`src/rtl/cpu_mem_pkg.sv`:
```
// Shared types and constants for the CPU/APB to single-port SRAM arbiter.
package cpu_mem_pkg;

   localparam int unsigned SRAM_DW = 32;
   localparam int unsigned SEL_W   = SRAM_DW / 8;
   localparam int unsigned CNT_W   = 4;
   localparam int unsigned STAT_W  = 16;

   typedef enum logic [1:0] {A_IDLE, A_WAIT, A_DATA} apb_state_e;
   typedef enum logic [1:0] {G_NONE, G_IMEM, G_DMEM, G_APB} grant_e;

   // Expand byte-lane enables into a per-bit mask (1 = lane written).
   function automatic logic [SRAM_DW-1:0] sel_to_mask(input logic [SEL_W-1:0] sel);
      logic [SRAM_DW-1:0] m;
      m = '0;
      for (int i = 0; i < int'(SEL_W); i++) m[i*8 +: 8] = {8{sel[i]}};
      return m;
   endfunction

endpackage

```
`src/rtl/cpu_mem_starve_cnt.sv`:
```
// Per-requester starvation counter; flags when a waiting request must be forced through.
module cpu_mem_starve_cnt
   import cpu_mem_pkg::*;
#(
   parameter int unsigned STARVE_MAX = 4
) (
   input  logic i_clk,
   input  logic i_rst_n,
   input  logic i_req,
   input  logic i_gnt,
   output logic o_sat
);

   logic [CNT_W-1:0] r_cnt;

   always_ff @(posedge i_clk or negedge i_rst_n) begin
      if (!i_rst_n) begin
         r_cnt <= '0;
      end else if (!i_req || i_gnt) begin
         r_cnt <= '0;
      end else if (r_cnt != CNT_W'(STARVE_MAX)) begin
         r_cnt <= r_cnt + CNT_W'(1);
      end
   end

   assign o_sat = (r_cnt == CNT_W'(STARVE_MAX));

endmodule

```
`src/rtl/cpu_mem_arb.sv`:
```
// Arbitrates one single-port SRAM between CPU imem, CPU dmem and an APB slave port.
// Define CPU_MEM_ARB_STATS_EN to add conflict / forced-grant statistics counters.
module cpu_mem_arb
   import cpu_mem_pkg::*;
#(
   parameter int unsigned ADDR_W     = 14,
   parameter int unsigned STARVE_MAX = 4
) (
   input  logic                 i_clk,
   input  logic                 i_rst_n,
   input  logic                 i_imem_stb,
   output logic                 o_imem_stall,
   output logic                 o_imem_ack,
   input  logic [31:0]          i_imem_addr,
   output logic [31:0]          o_imem_rdata,
   input  logic                 i_dmem_stb,
   output logic                 o_dmem_stall,
   output logic                 o_dmem_ack,
   input  logic                 i_dmem_we,
   input  logic [31:0]          i_dmem_addr,
   input  logic [3:0]           i_dmem_sel,
   input  logic [31:0]          i_dmem_wdata,
   output logic [31:0]          o_dmem_rdata,
   input  logic                 i_psel,
   input  logic                 i_penable,
   input  logic                 i_pwrite,
   input  logic [31:0]          i_paddr,
   input  logic [31:0]          i_pwdata,
   output logic                 o_pready,
   output logic [31:0]          o_prdata,
   output logic                 o_sram_cen,
   output logic                 o_sram_gwen,
   output logic [31:0]          o_sram_wen,
   output logic [ADDR_W-1:0]    o_sram_a,
   output logic [31:0]          o_sram_d,
`ifdef CPU_MEM_ARB_STATS_EN
   output logic [15:0]          o_stat_conflict,
   output logic [15:0]          o_stat_starve,
   input  logic                 i_stat_clr,
`endif
   input  logic [31:0]          i_sram_q
);

   apb_state_e r_apb_state;
   grant_e     w_gnt;
   logic       w_apb_req;
   logic       w_apb_sat;
   logic       w_dmem_sat;
   logic       w_forced;
   logic       r_imem_ack;
   logic       r_dmem_ack;
   logic       r_pready;
   logic       w_unused;

   assign w_apb_req = i_psel & i_penable & (r_apb_state != A_DATA);

   // Forced grants are gated by a live request so a stale count never wins.
   always_comb begin
      w_gnt    = G_NONE;
      w_forced = 1'b0;
      if (!i_rst_n) begin
         w_gnt = G_NONE;
      end else if (w_apb_req && w_apb_sat) begin
         w_gnt    = G_APB;
         w_forced = 1'b1;
      end else if (i_dmem_stb && w_dmem_sat) begin
         w_gnt    = G_DMEM;
         w_forced = 1'b1;
      end else if (i_imem_stb) begin
         w_gnt = G_IMEM;
      end else if (i_dmem_stb) begin
         w_gnt = G_DMEM;
      end else if (w_apb_req) begin
         w_gnt = G_APB;
      end
   end

   // Idle a/d follow imem address / dmem wdata to limit toggling.
   always_comb begin
      o_sram_cen  = 1'b1;
      o_sram_gwen = 1'b1;
      o_sram_wen  = '1;
      o_sram_a    = i_imem_addr[ADDR_W+1:2];
      o_sram_d    = i_dmem_wdata;
      case (w_gnt)
         G_IMEM: begin
            o_sram_cen = 1'b0;
         end
         G_DMEM: begin
            o_sram_cen  = 1'b0;
            o_sram_gwen = ~i_dmem_we;
            o_sram_wen  = i_dmem_we ? ~sel_to_mask(i_dmem_sel) : '1;
            o_sram_a    = i_dmem_addr[ADDR_W+1:2];
         end
         G_APB: begin
            o_sram_cen  = 1'b0;
            o_sram_gwen = ~i_pwrite;
            o_sram_wen  = {SRAM_DW{~i_pwrite}};
            o_sram_a    = i_paddr[ADDR_W+1:2];
            o_sram_d    = i_pwdata;
         end
         default: ;
      endcase
   end

   cpu_mem_starve_cnt #(.STARVE_MAX(STARVE_MAX)) u_dmem_starve (
      .i_clk   (i_clk),
      .i_rst_n (i_rst_n),
      .i_req   (i_dmem_stb),
      .i_gnt   (w_gnt == G_DMEM),
      .o_sat   (w_dmem_sat)
   );

   cpu_mem_starve_cnt #(.STARVE_MAX(STARVE_MAX)) u_apb_starve (
      .i_clk   (i_clk),
      .i_rst_n (i_rst_n),
      .i_req   (w_apb_req),
      .i_gnt   (w_gnt == G_APB),
      .o_sat   (w_apb_sat)
   );

   always_ff @(posedge i_clk or negedge i_rst_n) begin
      if (!i_rst_n) begin
         r_imem_ack <= 1'b0;
         r_dmem_ack <= 1'b0;
      end else begin
         r_imem_ack <= (w_gnt == G_IMEM);
         r_dmem_ack <= (w_gnt == G_DMEM);
      end
   end

   // APB handshake: wait for a grant, then one pready cycle while Q is valid.
   always_ff @(posedge i_clk or negedge i_rst_n) begin
      if (!i_rst_n) begin
         r_apb_state <= A_IDLE;
         r_pready    <= 1'b0;
      end else begin
         r_pready <= 1'b0;
         case (r_apb_state)
            A_IDLE: begin
               if (w_apb_req) begin
                  if (w_gnt == G_APB) begin
                     r_apb_state <= A_DATA;
                     r_pready    <= 1'b1;
                  end else begin
                     r_apb_state <= A_WAIT;
                  end
               end
            end
            A_WAIT: begin
               if (w_gnt == G_APB) begin
                  r_apb_state <= A_DATA;
                  r_pready    <= 1'b1;
               end else if (!(i_psel && i_penable)) begin
                  r_apb_state <= A_IDLE;
               end
            end
            A_DATA:  r_apb_state <= A_IDLE;
            default: r_apb_state <= A_IDLE;
         endcase
      end
   end

`ifdef CPU_MEM_ARB_STATS_EN
   logic [STAT_W-1:0] r_stat_conflict;
   logic [STAT_W-1:0] r_stat_starve;
   logic [1:0]        w_nreq;

   assign w_nreq = 2'(i_imem_stb) + 2'(i_dmem_stb) + 2'(w_apb_req);

   // Saturating statistics; a clear beats a same-cycle increment.
   always_ff @(posedge i_clk or negedge i_rst_n) begin
      if (!i_rst_n) begin
         r_stat_conflict <= '0;
         r_stat_starve   <= '0;
      end else if (i_stat_clr) begin
         r_stat_conflict <= '0;
         r_stat_starve   <= '0;
      end else begin
         if (w_nreq >= 2'd2 && r_stat_conflict != '1)
            r_stat_conflict <= r_stat_conflict + STAT_W'(1);
         if (w_forced && r_stat_starve != '1)
            r_stat_starve <= r_stat_starve + STAT_W'(1);
      end
   end

   assign o_stat_conflict = r_stat_conflict;
   assign o_stat_starve   = r_stat_starve;
`endif

   assign o_imem_stall = i_imem_stb & (w_gnt != G_IMEM);
   assign o_dmem_stall = i_dmem_stb & (w_gnt != G_DMEM);
   assign o_imem_ack   = r_imem_ack;
   assign o_dmem_ack   = r_dmem_ack;
   assign o_pready     = r_pready;
   assign o_imem_rdata = i_sram_q;
   assign o_dmem_rdata = i_sram_q;
   assign o_prdata     = i_sram_q;

   assign w_unused = &{1'b0, w_forced,
                       i_imem_addr[31:ADDR_W+2], i_imem_addr[1:0],
                       i_dmem_addr[31:ADDR_W+2], i_dmem_addr[1:0],
                       i_paddr[31:ADDR_W+2], i_paddr[1:0]};

endmodule

```
`config.mk`:
```
export PLATFORM = sky130hd
export DESIGN_NAME = cpu_mem_arb
export DESIGN_NICKNAME = d
export VERILOG_FILES = /design/src/rtl/cpu_mem_pkg.sv /design/src/rtl/cpu_mem_starve_cnt.sv /design/src/rtl/cpu_mem_arb.sv
export SDC_FILE = /design/constraint.sdc
export NUM_CORES = 1
export LEC_CHECK = 0
export ABC_AREA = 0
export ABC_CLOCK_PERIOD_IN_PS = 2750
export BUFFER_PORTS_ARGS = -buffer_cell sky130_fd_sc_hd__buf_2
export CAP_MARGIN = 0
export CORE_AREA = 2 2 149 151
export CTS_BUF_LIST = sky130_fd_sc_hd__clkbuf_4 sky130_fd_sc_hd__clkbuf_8
export CTS_CLUSTER_DIAMETER = 100
export DETAILED_ROUTE_END_ITERATION = 10
export DIE_AREA = 0 0 151 153
export PLACE_DENSITY = 0.47
export SLEW_MARGIN = 25
export SYNTH_ARGS = -nofsm -noshare
export SYNTH_HDL_FRONTEND = slang
export SYNTH_SLANG_ARGS = --single-unit
```
`constraint.sdc`:
```
create_clock -name i_clk -period 2.75 [get_ports i_clk]
set_input_delay 0.275 -clock i_clk [delete_from_list [all_inputs] [get_ports i_clk]]
set_output_delay 0.275 -clock i_clk [all_outputs]
set_load 0.03 [all_outputs]
```
==> results by group, run 1 <==
Routing
  • Number of detailed-routing iterations run before antenna repair: 4
  • Drt drc: 0
  • Initial DRC count: 103
  • Vias per cell: 3.34
  • Total detailed-routing wirelength: 8760 um
  • Number of routed nets with antenna violations: 0
  • Wire per inst: 12.4 um
  • Top layer reached by signal wires: met4
  • DRT met1 WL: 3410 um
  • Routed wire length on met3: 848 um
  • Routed via count: ~2400
  • Met2 layer wire length in the routed design: just over 4000 um

Placed design
  • Placed Instances: 699
  • RD Place Congestion: 0.673
  • Port Buffer Count: ~200
  • HPWL reported at the end of detailed placement: about 7400 um

CTS
  • Skew-Pair Late Insertion Delay: 0.24 ns
  • Sink count of the clock tree: 13
  • Clock slew at reported path FFs: 0.06 ns
  • CTS H-tree lvls: 1
  • Clock Path Buffers: 2
  • Clock buffer count from CTS: 3
  • Clock tree from TritonCTS: yes
  • Clock root buffer: sky130_fd_sc_hd__clkbuf_8

Logic synthesis
  • Cell area after technology mapping: 2370 um2
  • Synthesized area per cell: 6.87 um2
  • Seq cells post-synth: 13
  • Cells after Synth: 345
  • Syn Nets: 553
  • Number of library cell types mapped by synthesis: 36
  • Number of warnings printed during yosys synthesis: 0
  • Post-synthesis sequential area ratio: 13.7%

Critical path
  • Type of origin of the critical path: flip-flop
  • Critical path data arrival time: 2.31 ns
  • Top fanout value on the critical path: 28
  • Source of the critical timing path: u_apb_starve.r_cnt[0]
  • Required time worst endpoint: 2.48 ns
  • Crit Path Category: flip-flop to output pin
  • Launch instance of the worst register-to-register path: u_apb_starve.r_cnt[0]
  • Nature of the critical path endpoint: output pin

Timing
  • Largest clock skew in the final design: 0.00582 ns
  • RSZ-0062 raised after global routing: false
  • Max-Slew Margin vs Limit: 70.1%
  • Count of endpoints failing hold in the final timing report: 0
  • Maximum clock rate: between 300 and 400 MHz
  • Final count of negative-setup-slack endpoints: 0
  • Period utilization: 93.8%
  • Worst-margin pin slew: 0.448 ns
  • Number of max-slew violations in the final report: 0
  • Final critical delay including setup and external delays: 2.58 ns
  • Post-Route Setup TNS: 0 ns

Pwr
  • Leak pwr: 1.54 nW
  • Overall power of the completed layout: between 0.8 and 0.9 mW
  • Share of total power in sequential cells: 24.6%
  • Net switching share of the total power: 43.4%
  • Reported net switching power: 0.363 mW
  • Power density cells: around 290 nW/um2
  • Highest ir drop seen on vdd: between 0.00008 and 0.00009 V
  • Relative contribution of combinational cells to total power: 53.4%
  • Share of total power in the clock network: 21.9%
  • Internal power summed over all cells: roughly 0.47 mW

Finish
  • Antenna Cells: 0
  • Area growth from synthesis to layout: 21.8%
  • Layout net count: about 630
  • Fin cells: 704
  • Fraction of final layout cells sized beyond drive strength 1: between 50% and 60%

Global routing
  • Overall global routing resource usage: roughly 7.0%
  • Total global routing overflow: 0
  • Number of antenna violations at the first check in global routing: 0
  • Via count of the first global-routing pass: 2217
  • Largest net degree at the start of global routing: 35
  • First-pass GRT wire length: 12400 um

Floorplanning
  • Overall die area: 23100 um2
  • Core area: 21500 um2
  • Horizontal die dimension: 151 um
  • Number of top-level pins: 385
  • Effective utilization at floorplan: 11.0%
  • Std cell rows: 54
  • Y dimension of the die: 153 um

Status
  • Result of the run: complete, no violations

Hold path
  • Min-delay src: i_penable
  • Worst min-delay path class: input port to flip-flop

Job
  • Max-cap violation count: 0
-- sequential cells by signal, indices dropped and copies added, names as in the netlist --
name                 flops
o_dmem_ack               1
o_imem_ack               1
u_apb_starve.r_cnt       4
r_apb_state              2
o_pready                 1
u_dmem_starve.r_cnt      4
-- what timing repair did --
item	CTS	global route
setup endpoints to repair	0	37
resized for setup	0	6
setup buffers	0	0
hold buffers	1	0
hold endpoints to repair	4	0
-- per-stage QoR --
| stage | worst slack (ns) | cell area, um2 | hold slack [ns] | util, % |
|---|---|---|---|---|
| finish | 0.169 | 2890 | 0.347 | 13.4 |
| global route | 0.0227 | 2890 | 0.362 | 13.4 |
| CTS | 0.0851 | 2870 | 0.349 | 13.4 |
| detailed placement | 0.351 | 2820 | 0.146 | 13.1 |
| global placement | 0.354 | 2820 | 0.150 | 13.1 |
| floorplan | -0.0363 | 2370 | -0.0206 | - |
-- path summary, 6_finish.rpt --
check | to | slack, ns | cells past startpoint
max in group asynchronous | u_apb_starve.r_cnt[2] | 1.89 | 3
min in group asynchronous | u_dmem_starve.r_cnt[1] | 0.43 | 2
hold / removal | r_apb_state[0] | 0.35 | 3
setup reg to reg | u_apb_starve.r_cnt[3] | 0.82 | 8
hold reg to reg | r_apb_state[1] | 0.52 | 1
setup / recovery | o_sram_a[7] | 0.17 | 8
-- critical path, stage by stage (launching register included) --
cell and delay, ns:
sky130_fd_sc_hd__dfrtp_1 0.37, sky130_fd_sc_hd__inv_1 0.08, sky130_fd_sc_hd__ha_1 0.24, sky130_fd_sc_hd__and3b_1 0.22
sky130_fd_sc_hd__o2111a_2 0.31, sky130_fd_sc_hd__buf_6 0.18, sky130_fd_sc_hd__and2_1 0.18, sky130_fd_sc_hd__a221o_1 0.27
sky130_fd_sc_hd__buf_2 0.19
-- metal layers --
metal	up-vias	track usage, %
met5	-	0
met4	0	3.78
met3	55	1.70
met2	172	11.8
met1	986	8.11
li1	1139	-
-- area by class of cell --
cell class / count / area, um2
fillers: 2508 / 18600
repair buffers: 212 / 1100
multi-input cells: 188 / 1030
well taps: 280 / 350
flip-flops and latches: 13 / 325
clock buffers: 4 / 48.8
inverters: 7 / 26.3
-- cell families after synthesis --
kind of cell / after synthesis / share of synthesized area (%)
XOR/XNOR: 5 / 1.85
AND/OR/NAND/NOR: 146 / 27.1
flip-flops: 13 / 13.7
AO/OA/AOI/OAI: 33 / 11.6
buffers and inverters: 144 / 43.7
adder cells (fa/ha/maj): 4 / 2.11
-- synth_stat cells, drive strengths merged --
library cell / number / area, um2
ha: 4 / 50.1
and3b: 1 / 8.76
a32o: 1 / 10.0
a21boi: 1 / 7.51
o21ai: 4 / 20.0
and3: 1 / 6.26
a221o: 14 / 140
nor2: 9 / 33.8
o2111ai: 1 / 15.0
o221ai: 1 / 8.76
nand2: 105 / 394
and2: 16 / 100
inv: 7 / 26.3
a31oi: 2 / 12.5
nand3: 3 / 20.0
nand4b: 1 / 8.76
buf: 132 / 990
a21oi: 6 / 30.0
o2111a: 1 / 11.3
nand2b: 1 / 6.26
o31a: 1 / 8.76
xnor2: 4 / 35.0
nor2b: 1 / 6.26
a21bo: 1 / 10.0
nor3: 6 / 30.0
clkbuf: 5 / 20.0
nand3b: 2 / 27.5
dfrtp: 13 / 325
xor2: 1 / 8.76
-- placed cells by master (no fill, tap or decap), types with 2 or more instances in the layout --
cell and count:
sky130_fd_sc_hd__inv_1 6, sky130_fd_sc_hd__ha_1 4, sky130_fd_sc_hd__clkbuf_8 3, sky130_fd_sc_hd__a21oi_1 6, sky130_fd_sc_hd__buf_2 202, sky130_fd_sc_hd__nor3_1 6, sky130_fd_sc_hd__nand2_1 105, sky130_fd_sc_hd__and2_1 16
sky130_fd_sc_hd__buf_4 7, sky130_fd_sc_hd__a221o_1 14, sky130_fd_sc_hd__dfrtp_1 13, sky130_fd_sc_hd__xnor2_1 4, sky130_fd_sc_hd__o21ai_2 3, sky130_fd_sc_hd__nand3_1 2, sky130_fd_sc_hd__a31oi_1 2, sky130_fd_sc_hd__nor2_1 9
-- power groups by stage --
| stage | Clock, mW | Combinational [mW] | Sequential, mW |
|---|---|---|---|
| finish | 0.184 | 0.447 | 0.206 |
| global route | 0.203 | 0.485 | 0.208 |
| detailed placement | 0 | 0.447 | 0.210 |
| CTS | 0.187 | 0.450 | 0.206 |
| floorplan | 0 | 0.535 | 0.212 |
| global placement | 0 | 0.448 | 0.210 |
Note: power is estimated with default switching activity, not from simulation.
==> run 2: changes to the inputs <==
--- a/config.mk
+++ b/config.mk
@@ -9,13 +9,14 @@
 export ABC_CLOCK_PERIOD_IN_PS = 2750
 export BUFFER_PORTS_ARGS = -buffer_cell sky130_fd_sc_hd__buf_2
 export CAP_MARGIN = 0
-export CORE_AREA = 2 2 149 151
+export CORE_AREA = 2 2 151 153
 export CTS_BUF_LIST = sky130_fd_sc_hd__clkbuf_4 sky130_fd_sc_hd__clkbuf_8
 export CTS_CLUSTER_DIAMETER = 100
 export DETAILED_ROUTE_END_ITERATION = 10
-export DIE_AREA = 0 0 151 153
-export PLACE_DENSITY = 0.47
+export DIE_AREA = 0 0 153 155
+export PLACE_DENSITY = 0.46
 export SLEW_MARGIN = 25
 export SYNTH_ARGS = -nofsm -noshare
 export SYNTH_HDL_FRONTEND = slang
+export SYNTH_HIERARCHICAL = 1
 export SYNTH_SLANG_ARGS = --single-unit
==> results by group, run 2 <==
Logic synthesis
  • Syn Nets: 484 (was 553)
  • Number of warnings printed during yosys synthesis: 6 (was 0)
  • Cell area after technology mapping: 2400 um2 (was 2370 um2)
  • Async set-or-reset flop fraction in the synthesized netlist: 100% (unchanged)
  • Synthesized area per cell: 8.71 um2 (was 6.87 um2)
  • Number of library cell types mapped by synthesis: 35 (was 36)
  • Biggest area consumer among synthesized cells: sky130_fd_sc_hd__buf_4 (unchanged)
  • Post-synthesis sequential area ratio: 13.5% (was 13.7%)
  • Top-area cell type share of the netlist area: 38.7% (was 39.3%)
  • Predominant post-synthesis flop cell: sky130_fd_sc_hd__dfrtp_1 (unchanged)
  • Seq cells post-synth: 13 (unchanged)
  • Cell types occupying the most area after synthesis: sky130_fd_sc_hd__buf_4 (39%), sky130_fd_sc_hd__mux2_2 (15%), sky130_fd_sc_hd__dfrtp_1 (14%), sky130_fd_sc_hd__a221o_1 (5.8%), sky130_fd_sc_hd__and3_1 (3.6%) (was sky130_fd_sc_hd__buf_4 (39%), sky130_fd_sc_hd__nand2_1 (17%), sky130_fd_sc_hd__dfrtp_1 (14%), sky130_fd_sc_hd__a221o_1 (5.9%), sky130_fd_sc_hd__and2_1 (4.2%))
  • Most numerous cell in the Yosys netlist: sky130_fd_sc_hd__buf_4 (unchanged)
  • Number of synthesized flops with an enable pin: 0 (unchanged)
  • Cells after Synth: 276 (was 345)
  • Top cell types by occurrence after synthesis: sky130_fd_sc_hd__buf_4 (124), sky130_fd_sc_hd__mux2_2 (32), sky130_fd_sc_hd__a221o_1 (14), sky130_fd_sc_hd__and3_1 (14), sky130_fd_sc_hd__dfrtp_1 (13) (was sky130_fd_sc_hd__buf_4 (124), sky130_fd_sc_hd__nand2_1 (105), sky130_fd_sc_hd__and2_1 (16))

Placed design
  • HPWL reported at the end of detailed placement: 6850 um (was 7410 um)
  • Port Buffer Count: 202 (unchanged)
  • RD Place Congestion: 0.746 (was 0.673)

Finish
  • Layout net count: 584 (was 633)
  • Most common cell after layout, fill and taps aside: sky130_fd_sc_hd__buf_2 (unchanged)
  • Commonest non-fill, non-tap cells in the layout: sky130_fd_sc_hd__buf_2 (202), sky130_fd_sc_hd__mux2_2 (32), sky130_fd_sc_hd__buf_4 (21) (was sky130_fd_sc_hd__buf_2 (202), sky130_fd_sc_hd__nand2_1 (105), sky130_fd_sc_hd__and2_1 (16))
  • Area growth from synthesis to layout: 30.5% (was 21.8%)
  • Fraction of final layout cells sized beyond drive strength 1: 74.1% (was 52.8%)
  • Registers with the highest flip-flop counts: u_apb_starve/r_cnt (4), u_dmem_starve/r_cnt (4), r_apb_state (2) (was u_apb_starve.r_cnt (4), u_dmem_starve.r_cnt (4), r_apb_state (2))
  • Antenna Cells: 0 (unchanged)

CTS
  • CTS H-tree lvls: 1 (unchanged)
  • Clock slew at reported path FFs: 0.06 ns (about the same)
  • Clock Path Buffers: 2 (unchanged)
  • Sink count of the clock tree: 13 (unchanged)
  • Skew-Pair Late Insertion Delay: 0.24 ns (about the same)
  • Clock buffer count from CTS: 3 (unchanged)
  • Clock tree from TritonCTS: yes (unchanged)
  • Clock root buffer: sky130_fd_sc_hd__clkbuf_8 (unchanged)

Floorplanning
  • Std cell rows: 55 (was 54)
  • Horizontal die dimension: 153 um (was 151 um)
  • Y dimension of the die: 155 um (was 153 um)
  • Overall die area: 23700 um2 (was 23100 um2)
  • Effective utilization at floorplan: 10.8% (was 11.0%)
  • Core area: 22200 um2 (was 21500 um2)
  • Number of top-level pins: 385 (unchanged)

Critical path
  • Type of origin of the critical path: flip-flop (unchanged)
  • Register-to-Register Setup Slack: 0.72 ns (was 0.82 ns)
  • Nature of the critical path endpoint: output pin (unchanged)
  • Worst setup endpoint: o_sram_d[18] (was o_sram_a[7])
  • Number of cells traversed by the worst register-to-register path: 10 (was 8)
  • Top fanout value on the critical path: 9 (was 28)
  • Critical path data arrival time: 2.36 ns (was 2.31 ns)
  • Crit Path Category: flip-flop to output pin (unchanged)
  • FF-to-FF End: u_apb_starve/r_cnt[1] (was u_apb_starve.r_cnt[3])
  • Required time worst endpoint: 2.48 ns (about the same)
  • Source of the critical timing path: u_apb_starve/r_cnt[1] (was u_apb_starve.r_cnt[0])
  • Launch instance of the worst register-to-register path: u_apb_starve/r_cnt[1] (was u_apb_starve.r_cnt[0])

Timing
  • Number of max-slew violations in the final report: 0 (unchanged)
  • Maximum clock rate: 380 MHz (was 388 MHz)
  • Count of endpoints failing hold in the final timing report: 0 (unchanged)
  • Largest clock skew in the final design: 0.00820 ns (was 0.00582 ns)
  • Post-Route Setup TNS: 0 ns (unchanged)
  • Worst-margin pin slew: 0.365 ns (was 0.448 ns)
  • Max-Slew Margin vs Limit: 75.7% (was 70.1%)
  • Period utilization: 95.8% (was 93.8%)
  • Final critical delay including setup and external delays: 2.63 ns (was 2.58 ns)
  • Final count of negative-setup-slack endpoints: 0 (unchanged)

Routing
  • Vias per cell: 3.17 (was 3.34)
  • Wire per inst: 12.6 um (was 12.4 um)
  • Total detailed-routing wirelength: 8330 um (was 8760 um)
  • Number of detailed-routing iterations run before antenna repair: 4 (unchanged)
  • Initial DRC count: 85 (was 103)
  • Number of routed nets with antenna violations: 0 (unchanged)
  • Drt drc: 0 (unchanged)
  • Routed via count: 2092 (was 2352)

Pwr
  • Power density cells: 288 nW/um2 (was 290 nW/um2)
  • Highest ir drop seen on vdd: 0.000118 V (was 0.0000863 V)
  • Overall power of the completed layout: 0.902 mW (was 0.837 mW)
  • Leak pwr: 1.52 nW (was 1.54 nW)

Global routing
  • Largest net degree at the start of global routing: 18 (was 35)
  • Overall global routing resource usage: 6.31% (was 7.01%)
  • Number of antenna violations at the first check in global routing: 0 (unchanged)
  • Total global routing overflow: 0 (unchanged)
  • Via count of the first global-routing pass: 1999 (was 2217)
  • First-pass GRT wire length: 11700 um (was 12400 um)

Hold path
  • Worst min-delay path class: input port to asynchronous set/reset pin (was input port to flip-flop)

Status
  • Result of the run: complete, no violations (unchanged)

Job
  • Max-cap violation count: 0 (unchanged)
## run 2: per-layer routing
layer  routed length (um)  part of all wire, %  vias up  track usage (%)
met2                 3870                   47       86             10.1
met1                 3630                   44      945             8.19
met3                  535                  6.4       33             1.25
met5                    0                    0        -                0
met4                  283                  3.4        0             2.95
li1                     -                    -     1028                -
## run 2: how the worst min path moves through the flow
stage | slack [ns] | from | to | depth (start not counted)
2_1_floorplan | -0.02 | i_rst_n | o_dmem_ack | 0
3_3_place_gp | 0.35 | i_rst_n | o_pready | 2
3_5_place_dp | 0.36 | i_rst_n | o_pready | 2
4_1_cts | 0.16 | i_rst_n | o_pready | 2
5_1_grt | 0.17 | i_rst_n | o_pready | 2
6_report | 0.15 | i_rst_n | o_pready | 2
## run 2: repair_timing
item,CTS,global route
hold buffers,0,0
setup buffers,5,6
endpoints found under the hold margin,0,0
setup endpoints to repair,49,68
resized for setup,8,5
pin swaps,1,1
cloned,1,0
## run 2: where the power goes
| group | switching (mW) | internal, mW |
|---|---|---|
| combinational | 0.312 | 0.206 |
| clock | 0.0704 | 0.100 |
| sequential | 0.0110 | 0.203 |
| total | 0.394 | 0.509 |
## run 2: stage by stage
stage	setup WS (ns)	instances	hold slack, ns	cell area, um2	util, %
3_3_place_gp	-0.152	644	0.354	2890	13.0
6_report	0.116	660	0.151	3140	14.1
5_1_grt	-0.00808	660	0.170	3140	14.1
4_1_cts	0.00353	654	0.156	3080	13.8
3_5_place_dp	-0.175	644	0.356	2890	13.0
2_1_floorplan	-0.237	276	-0.0206	2400	-
## run 2: cell type report
cell class	instances	area [um2]
inverters	8	35.0
clock buffers	3	41.3
fillers	2541	19100
multi-input cells	122	1100
flip-flops and latches	13	325
well taps	285	357
repair buffers	228	1270
clock inverters	1	5.00
## run 2: logic make-up after synthesis
kind of cell,count (synthesis),share of synthesized area (%)
flip-flops,13,13.5
XOR/XNOR,6,2.19
multiplexers,34,15.8
adder cells (fa/ha/maj),4,2.08
AND/OR/NAND/NOR,47,12.0
AO/OA/AOI/OAI,31,11.3
buffers and inverters,141,43.1
## run 2: worst max-delay path, stage by stage, from the launching register on
cell	delay, ns
sky130_fd_sc_hd__dfrtp_1	0.41
sky130_fd_sc_hd__inv_1	0.07
sky130_fd_sc_hd__ha_2	0.19
sky130_fd_sc_hd__nand3b_4	0.12
sky130_fd_sc_hd__clkinv_4	0.11
sky130_fd_sc_hd__o21ai_4	0.08
sky130_fd_sc_hd__nor3_4	0.29
sky130_fd_sc_hd__buf_12	0.18
sky130_fd_sc_hd__buf_4	0.14
sky130_fd_sc_hd__mux2_2	0.33
sky130_fd_sc_hd__buf_2	0.18
